### config.mk
export PLATFORM = sky130hd
export DESIGN_NAME = decodificador_display_mux_flat
export DESIGN_NICKNAME = d
export VERILOG_FILES = /design/src/rtl/decodificador_display_mux_if.sv /design/src/rtl/decodificador_display_mux.sv /design/src/flat_wrapper.sv
export SDC_FILE = /design/constraint.sdc
export NUM_CORES = 1
export LEC_CHECK = 0
export BUFFER_PORTS_ARGS = -buffer_cell sky130_fd_sc_hd__buf_2
export CAP_MARGIN = 5
export CORE_UTILIZATION = 55
export DETAILED_ROUTE_END_ITERATION = 8
export HOLD_SLACK_MARGIN = 0.06
export PLACE_DENSITY = 0.75
export SLEW_MARGIN = 25
export SYNTH_ARGS = -nofsm -noshare
export SYNTH_HDL_FRONTEND = slang
export SYNTH_SLANG_ARGS = --single-unit
### constraint.sdc
create_clock -name clock -period 4.92 [get_ports clock]
set_input_delay 0.246 -clock clock [delete_from_list [all_inputs] [get_ports clock]]
set_output_delay 0.246 -clock clock [all_outputs]
set_load 0.005 [all_outputs]
### src/rtl/decodificador_display_mux_if.sv
// Bus between the datapath and the multiplexed display driver: load strobe,
// per-digit snapshot data going in, shared segment bus and anode lines coming out.
interface decodificador_display_mux_if #(
  parameter int N_DIGITOS = 4
);
  logic                     carrega;
  logic [4*N_DIGITOS-1:0]   valores;
  logic [N_DIGITOS-1:0]     habilita;
  logic [N_DIGITOS-1:0]     pisca;
  logic [N_DIGITOS-1:0]     pontos;
  logic [6:0]               seg;
  logic                     dp;
  logic [N_DIGITOS-1:0]     digito;
  logic                     fim_varredura;

  modport master (
    output carrega, valores, habilita, pisca, pontos,
    input  seg, dp, digito, fim_varredura
  );

  modport slave (
    input  carrega, valores, habilita, pisca, pontos,
    output seg, dp, digito, fim_varredura
  );
endinterface

### src/rtl/decodificador_display_mux.sv
// Scanned common-anode 7-segment driver: per-digit shadow registers and hex
// decode in lane instances, a shared prescaler/index/blink scanner, registered outputs.
module decodificador_display_mux_lane (
  input  logic       clock,
  input  logic       reset,
  input  logic       carrega,
  input  logic [3:0] valor,
  input  logic       hab,
  input  logic       pis,
  input  logic       pt,
  input  logic       fase,
  output logic [6:0] seg_lane,
  output logic       dp_lane
);
  logic [3:0] sh_valor;
  logic       sh_hab, sh_pis, sh_pt;
  logic [6:0] seg_dec;
  logic       apagado;

  always_ff @(posedge clock or posedge reset) begin
    if (reset) begin
      sh_valor <= '0;
      sh_hab   <= 1'b0;
      sh_pis   <= 1'b0;
      sh_pt    <= 1'b0;
    end else if (carrega) begin
      sh_valor <= valor;
      sh_hab   <= hab;
      sh_pis   <= pis;
      sh_pt    <= pt;
    end
  end

  // a..g on bits 6..0, active low
  always_comb begin
    seg_dec = 7'b1111111;
    case (sh_valor)
      4'h0: seg_dec = 7'b0000001;
      4'h1: seg_dec = 7'b1001111;
      4'h2: seg_dec = 7'b0010010;
      4'h3: seg_dec = 7'b0000110;
      4'h4: seg_dec = 7'b1001100;
      4'h5: seg_dec = 7'b0100100;
      4'h6: seg_dec = 7'b0100000;
      4'h7: seg_dec = 7'b0001111;
      4'h8: seg_dec = 7'b0000000;
      4'h9: seg_dec = 7'b0000100;
      4'hA: seg_dec = 7'b0001000;
      4'hB: seg_dec = 7'b1100000;
      4'hC: seg_dec = 7'b0110001;
      4'hD: seg_dec = 7'b1000010;
      4'hE: seg_dec = 7'b0110000;
      4'hF: seg_dec = 7'b0111000;
      default: seg_dec = 7'b1111111;
    endcase
  end

  always_comb begin
    apagado  = ~sh_hab | (sh_pis & ~fase);
    seg_lane = apagado ? 7'b1111111 : seg_dec;
    dp_lane  = apagado ? 1'b1 : ~sh_pt;
  end
endmodule

module decodificador_display_mux #(
  parameter int N_DIGITOS        = 4,
  parameter int DIV_VARREDURA    = 50000,
  parameter int PISCA_VARREDURAS = 100
) (
  input logic clock,
  input logic reset,
  decodificador_display_mux_if.slave bus
);
  localparam int IW = (N_DIGITOS > 1) ? $clog2(N_DIGITOS) : 1;
  localparam int CW = $clog2(DIV_VARREDURA);
  localparam int PW = (PISCA_VARREDURAS > 1) ? $clog2(PISCA_VARREDURAS) : 1;

  logic [CW-1:0]                cnt;
  logic [IW-1:0]                idx;
  logic [PW-1:0]                cont_pisca;
  logic                         fase;
  logic                         tick, ultimo, fim_nx;
  logic [N_DIGITOS-1:0]         digito_nx;
  logic [N_DIGITOS-1:0][6:0]    seg_lanes;
  logic [N_DIGITOS-1:0]         dp_lanes;

  for (genvar i = 0; i < N_DIGITOS; i++) begin : g_lane
    decodificador_display_mux_lane u_lane (
      .clock    (clock),
      .reset    (reset),
      .carrega  (bus.carrega),
      .valor    (bus.valores[4*i +: 4]),
      .hab      (bus.habilita[i]),
      .pis      (bus.pisca[i]),
      .pt       (bus.pontos[i]),
      .fase     (fase),
      .seg_lane (seg_lanes[i]),
      .dp_lane  (dp_lanes[i])
    );
  end

  always_comb begin
    tick   = (cnt == CW'(DIV_VARREDURA - 1));
    ultimo = (idx == IW'(N_DIGITOS - 1));
    fim_nx = tick & ultimo;
  end

  always_ff @(posedge clock or posedge reset) begin
    if (reset) begin
      cnt        <= '0;
      idx        <= '0;
      cont_pisca <= '0;
      fase       <= 1'b1;
    end else begin
      cnt <= tick ? '0 : cnt + 1'b1;
      if (tick) idx <= ultimo ? '0 : idx + 1'b1;
      // phase flips on the same edge that wraps the index back to digit 0
      if (fim_nx) begin
        if (cont_pisca == PW'(PISCA_VARREDURAS - 1)) begin
          cont_pisca <= '0;
          fase       <= ~fase;
        end else begin
          cont_pisca <= cont_pisca + 1'b1;
        end
      end
    end
  end

  // anodes released for the whole tick cycle so the segment bus can change unseen
  always_comb begin
    digito_nx = '1;
    if (!tick) digito_nx[idx] = 1'b0;
  end

  always_ff @(posedge clock or posedge reset) begin
    if (reset) begin
      bus.seg           <= 7'b1111111;
      bus.dp            <= 1'b1;
      bus.digito        <= '1;
      bus.fim_varredura <= 1'b0;
    end else begin
      bus.seg           <= seg_lanes[idx];
      bus.dp            <= dp_lanes[idx];
      bus.digito        <= digito_nx;
      bus.fim_varredura <= fim_nx;
    end
  end
endmodule

### src/flat_wrapper.sv
// flat-port wrapper written by rule: the top's interface ports become plain ports
module decodificador_display_mux_flat 
#(
  parameter int N_DIGITOS        = 4,
  parameter int DIV_VARREDURA    = 50000,
  parameter int PISCA_VARREDURAS = 100
)
  (clock, reset, bus_carrega, bus_valores, bus_habilita, bus_pisca, bus_pontos, bus_seg, bus_dp, bus_digito, bus_fim_varredura);
  decodificador_display_mux_if #(.N_DIGITOS(N_DIGITOS)) bus_i ();
  input logic clock;
  input logic reset;
  input wire logic [$bits(bus_i.carrega)-1:0] bus_carrega;
  input wire logic [$bits(bus_i.valores)-1:0] bus_valores;
  input wire logic [$bits(bus_i.habilita)-1:0] bus_habilita;
  input wire logic [$bits(bus_i.pisca)-1:0] bus_pisca;
  input wire logic [$bits(bus_i.pontos)-1:0] bus_pontos;
  output wire logic [$bits(bus_i.seg)-1:0] bus_seg;
  output wire logic [$bits(bus_i.dp)-1:0] bus_dp;
  output wire logic [$bits(bus_i.digito)-1:0] bus_digito;
  output wire logic [$bits(bus_i.fim_varredura)-1:0] bus_fim_varredura;
  assign bus_i.carrega = bus_carrega;
  assign bus_i.valores = bus_valores;
  assign bus_i.habilita = bus_habilita;
  assign bus_i.pisca = bus_pisca;
  assign bus_i.pontos = bus_pontos;
  assign bus_seg = bus_i.seg;
  assign bus_dp = bus_i.dp;
  assign bus_digito = bus_i.digito;
  assign bus_fim_varredura = bus_i.fim_varredura;
  decodificador_display_mux #(.N_DIGITOS(N_DIGITOS), .DIV_VARREDURA(DIV_VARREDURA), .PISCA_VARREDURAS(PISCA_VARREDURAS)) u_core (.clock(clock), .reset(reset), .bus(bus_i));
endmodule
==> results of run 1 <==
==> cell families after synthesis <==
family	Yosys count	synth area share
flip-flops	67	0.4182
XOR/XNOR	14	0.03029
AO/OA/AOI/OAI	80	0.1397
buffers and inverters	40	0.04482
adder cells (fa/ha/maj)	34	0.1051
multiplexers	41	0.1190
AND/OR/NAND/NOR	108	0.1428
==> flip-flops by register name (all words and copies together), names as in the netlist <==
register and flops:
u_core.cont_pisca 7, u_core.bus.digito 4, u_core.idx 2, u_core.bus.fim_varredura 1, u_core.cnt 16, u_core.g_lane.u_lane.sh_hab 4
u_core.bus.seg 7, u_core.bus.dp 1, u_core.g_lane.u_lane.sh_pis 4, u_core.g_lane.u_lane.sh_pt 4, u_core.g_lane.u_lane.sh_valor 16, u_core.fase 1
==> per-layer routing <==
metal  up-vias  wire, um  share of wire  GRT usage
met5         -         0              0          0
met4         0        71         0.0090    0.05812
met3         8       308          0.039    0.06503
met2        61      3946           0.50     0.3693
met1      1446      3598           0.45     0.2918
li1       1437         -              -          -
==> cell usage in the layout (no fill, tap or decap), types with 3 or more instances in the layout <==
cell type  instances
and3_1            10
o21ai_0           20
a21bo_2            4
a21oi_1           11
ha_1              34
a21o_1             3
buf_2             43
or3_1              3
a221oi_1           3
o221ai_1           3
dfrtp_1           54
inv_1             17
mux2i_1           11
nand3b_1           4
xor2_1             4
clkbuf_8           9
and4_1             3
o31ai_1            6
nand2_1           29
nand3_1           17
nand4_1            3
nor2_1            19
mux2_4             3
mux2_2            25
nand2b_1           7
dfstp_2           13
and2_1             4
xnor2_1           10
a31o_2             3
o211ai_1           6
a211oi_1           5
==> cell type report <==
cell class                 instances  area (um^2)
tap                               96        120.1
multi-input combinational        277         2173
fill                             575         2497
sequential                        67         1693
clock inverter                     6        42.54
clock buffer                      10        127.6
timing repair buffer              44        222.7
inverter                          18        67.56
==> worst max-delay path by stage <==
stage                                     endpoint  slack [ns]          start
after floorplan           u_core.bus.fim_varredura        3.01          reset
after global placement        u_core.cont_pisca[2]        2.86  u_core.cnt[0]
after detailed placement      u_core.cont_pisca[2]        2.78  u_core.cnt[0]
after CTS                     u_core.cont_pisca[2]        2.76  u_core.cnt[0]
after global routing          u_core.cont_pisca[2]        2.61  u_core.cnt[0]
final                         u_core.cont_pisca[2]        2.75  u_core.cnt[0]
==> cell usage after synthesis, drive strengths merged (3+ instances only) <==
master and count:
and2 4, and3 10, inv 18, mux2i 11
buf 13, clkbuf 9, dfrtp 54, a21oi 11
nor2 19, or3 3, nand2b 7, a221oi 3
dfstp 13, o211ai 6, nand2 30, mux2 28
o31ai 6, o21ai 21, a31o 3, o221ai 3
nand4 3, xnor2 10, nand3b 4, a21bo 4
nand3 18, ha 34, xor2 4, and4 3
a211oi 5, a21o 3
==> worst reg2reg max path, stage by stage (launching register included) <==
cell	delay (ns)
dfrtp_1	0.39
ha_1	0.21
and3_1	0.31
and4_1	0.68
nand3_2	0.15
mux2_4	0.32
==> power groups by stage <==
| stage | Combinational, mW | Sequential, mW | Clock [mW] |
|---|---|---|---|
| 2_1_floorplan | 0.154 | 0.614 | 0 |
| 3_3_place_gp | 0.177 | 0.637 | 0 |
| 3_5_place_dp | 0.181 | 0.639 | 0 |
| 4_1_cts | 0.183 | 0.629 | 0.415 |
| 5_1_grt | 0.204 | 0.636 | 0.437 |
| 6_report | 0.181 | 0.629 | 0.402 |
==> results.toml, run 1 <==
[global_route]
grt-ovfl-total = 0
grt_max_degree = 68
grt_pass1_wl_um = 13110
gr-usage-all-layers = 0.2247
antenna_found_initial = 0
grt_pass1_vias = 2789

[synthesis]
yosysUniqueCellTypes = 53
async_flop_share = 1.000
ys_warn_count = 0
syn_nets = 449
syn_inst = 384
yosysSeqAreaShare = 0.4182
yosysTopAreaCellShare = 0.3338
ys_seq_elements = 67
avgSynthCellArea_um2 = 10.54
synth_area_leaders = "dfrtp_1 33%, ha_1 11%, dfstp_2 8.4%"
yosys.area.top_type = "dfrtp_1"
synth_edf_count = 0
synth_ff_type = "dfrtp_1"
syn_area_um2 = 4048

[min_path]
hold_path_end = "u_core.g_lane[1].u_lane.sh_valor[2]"
hold_depth = 3
hold_start = "bus_valores[6]"
min_path_type = "in -> reg"

[worst_setup_path]
start_kind = "flip-flop"
slowest_delay_ns = 0.68
arrival_ns = 2.40
path_cells = "ha_1 -> and3_1 -> and4_1 -> nand3_2 -> mux2_4"
crit_required_ns = 5.15
r2r_slack_ns = 2.75
crit_fanout = 18
critPathTopFamily = "simple AND/OR/NAND/NOR gates"
path_depth = 5
reg2reg_from = "u_core.cnt[0]"
reg2reg_depth = 5
worst_r2r_endpoint = "u_core.cont_pisca[2]"
crit_type = "reg -> reg"
endpoint_kind = "flip-flop"
slowest_stage = "and4_1"
worst-path-buf-inv = 0

[timing]
min_period_ns = 2.170
fmax_mhz = 460.9
tns_ns = 0
rsz0062_at_grt = "false"
clock-skew-final_ns = 0.008687
slew_viol_final = 0
slew_headroom = 0.4571
min_period_over_period = 0.4410
tightest_slew_ns = 0.8144
holdWs_ns = 0.1044
hold_violations = 0
setup_viol_count_final = 0
layout_setup_ws_ns = 2.750

[die]
ios = 44
core_area_um2 = 6944
die_h_um = 87.79
fp-row-count = 30
die_x_um = 87.79
die-area_um2 = 7706
initial_core_util = 0.5829

[cts]
cts_made_buffers = 9
cts_resized = 0
cts-hold-fix-buffers = 0
cts_tree = "done"
htreeDepth = 3
clk_pin_slew_ns = 0.07
cts_root_buffer = "clkbuf_8"
clock-sinks = 67
clockBufferDepth = 2
clkLatencyLatePin_ns = 0.35
post_cts_buffers = 0

[route]
postRouteAntennaNets = 0
num_vias = 2952
wirelength_um = 7924
wire_per_inst_um = 15.30
drt_first_iter_violations = 101
viasPerCell = 5.699
post-route-drc-count = 0
drtPass1Iterations = 4

[placement]
place_congestion = 0.8276
io_buffer_count = 43
place_inst = 502
place_hpwl_um = 5534
place_ws_ns = 2.781
placed_cell_area_um2 = 4277

[job]
drv_cap = 0

[power_and_ir_drop]
power.internal_uw = 860.5
total_power_mw = 1.212
pwr-share-seq = 0.519
p_per_area_nw_per_um2 = 272.7
p_sw_frac = 0.2903
clkPwrFrac = 0.332
comb_power_share = 0.149
power_switching_uw = 352.0
vdd.ir_drop.worst_mv = 0.1922
power.leakage_nw = 2.051

[finish]
drive_above_1_share = 0.2749
area_growth_pct = 9.861
nNetsFinal = 482
finish.instance_area_um2 = 4447
final_util = 0.6404
fin_cells = 518
antennaDiodeCount = 0

[outcome]
outcome = "finished clean"
Power figures use the tool's default switching activity.
==> inputs of run 2 (changes only) <==
clock period = 2 ns   (was 4.92 ns; I/O delays follow)
==> run 2 against run 1 <==
Net effect: clock power rose to 2.9 times the previous value; maximum frequency rose by 19%; sequential power is 150% higher; non-clock buffer count grew 34; core utilization is 5.5 points higher; hold slack better by 0.21 ns; setup slack lost 2.6 ns; combinational power rose to 2.8 times the previous value; register-to-register slack got worse by 2.6 ns; wire length is 4.7% higher; critical endpoint is now u_core.bus.seg[3]; highest routed layer unchanged.
==> results.toml, run 2 (synthesis results as in run 1) <==
[timing]
tightest_slew_ns = 0.6671
fmax_mhz = 550.8
holdWs_ns = 0.3131
setup_viol_count_final = 0
slew_headroom = 0.5553
slew_viol_final = 0
min_period_ns = 1.816
min_period_over_period = 0.9078
tns_ns = 0
hold_violations = 0
rsz0062_at_grt = "false"
clock-skew-final_ns = 0.005928
layout_setup_ws_ns = 0.1844

[global_route]
grt-ovfl-total = 0
grt_max_degree = 68
grt_pass1_wl_um = 13810
gr-usage-all-layers = 0.2372
antenna_found_initial = 0
grt_pass1_vias = 3008

[worst_setup_path]
crit_fanout = 6
crit_required_ns = 2.26
crit_type = "reg -> reg"
endpoint_kind = "flip-flop"
arrival_ns = 2.08
start_kind = "flip-flop"

[finish]
fillers = 504
finish.instance_area_um2 = 4827
nNetsFinal = 516
area_growth_pct = 19.26
top_regs = "u_core.cnt x16, u_core.g_lane.u_lane.sh_valor x16"
final_common_cell = "dfrtp_1"
final_cell_mix = "54 x dfrtp_1, 43 x buf_2, 34 x ha_1"
drive_above_1_share = 0.2610
antennaDiodeCount = 0
final_util = 0.6951

[route]
drtPass1Iterations = 4
postRouteAntennaNets = 0
wire_per_inst_um = 15.03
wirelength_um = 8295
num_vias = 3092
post-route-drc-count = 0
drt_first_iter_violations = 121
viasPerCell = 5.601

[die]
core_area_um2 = 6944
die-area_um2 = 7706
die_h_um = 87.79
fp-row-count = 30
die_x_um = 87.79
initial_core_util = 0.5829
ios = 44

[placement]
placed_cell_area_um2 = 4339
place_hpwl_um = 5770
place_congestion = 0.8418
io_buffer_count = 43
place_ws_ns = 0.2120

[outcome]
outcome = "finished clean"

[power_and_ir_drop]
power.leakage_nw = 2.224
vdd.ir_drop.worst_mv = 0.4516
p_per_area_nw_per_um2 = 661.9

[cts]
clk_pin_slew_ns = 0.07
clockBufferDepth = 2
cts_resized = 0
cts_tree = "done"
cts_root_buffer = "clkbuf_8"
clock-sinks = 67
cts_made_buffers = 9
clkLatencyLatePin_ns = 0.34
htreeDepth = 3

[job]
drv_cap = 0

[min_path]
min_path_type = "in -> reg"
-- run 2: cell types whose count changed in the layout (fill, tap and decap cells not counted) --
cell and change:
dlygate4sd3_1 +29, buf_4 +3, buf_12 +2, clkbuf_1 +2
clkbuf_8 +2, clkinv_4 -2, clkinvlp_4 -2, bufinv_16 +1
clkinv_2 -1
-- run 2: worst max-delay path, cell delays in order (launching register included) --
cell      delay [ns]
dfrtp_1         0.46
inv_1           0.15
ha_1            0.33
inv_1           0.04
mux4_2          0.46
o221ai_1        0.20
o31ai_1         0.10
-- run 2: layout make-up --
class,count,area (um^2),area share
multi-input combinational,277,2173,0.4502
sequential,67,1693,0.3507
timing repair buffer,78,575.6,0.1192
clock buffer,14,162.7,0.03370
tap,96,120.1,0.02488
inverter,18,67.56,0.01400
clock inverter,2,35.03,0.007258
-- run 2: final timing paths --
path	end	depth (start not counted)	slack (ns)	startpoint
max	u_core.bus.seg[3]	6	0.18	u_core.g_lane[2].u_lane.sh_valor[0]
min	u_core.g_lane[1].u_lane.sh_valor[2]	3	0.31	bus_carrega
max reg2reg	u_core.bus.seg[3]	6	0.18	u_core.g_lane[2].u_lane.sh_valor[0]
min reg2reg	u_core.cont_pisca[6]	1	0.47	u_core.cont_pisca[6]
max in group asynchronous	u_core.bus.dp	4	1.30	reset
min in group asynchronous	u_core.cnt[14]	4	0.39	reset
-- run 2: repair_timing --
item                                    4_1_cts  5_1_grt
endpoints found under the hold margin        82        0
setup buffers                                 0        0
hold buffers                                 29        0
endpoints found under the setup margin        0        0
-- run 2: stage by stage --
step / std cells / power [mW]
after floorplan: 384 / 1.890
after detailed placement: 507 / 2.030
final: 552 / 3.195
after global placement: 507 / 2.009
after CTS: 552 / 3.223
after global routing: 552 / 3.357
-- run 2: metal layers --
metal	global-route usage	vias to the layer above	routed length [um]
met5	0	-	0
met4	0.08942	0	162
met3	0.03864	15	288
met2	0.4073	60	4097
met1	0.3010	1512	3747
li1	-	1505	-
-- run 2: report_power, final --
group,internal [mW],total [mW],switching (mW)
Clock,0.644,1.15,0.503
Sequential,1.44,1.55,0.112
Combinational,0.271,0.499,0.227
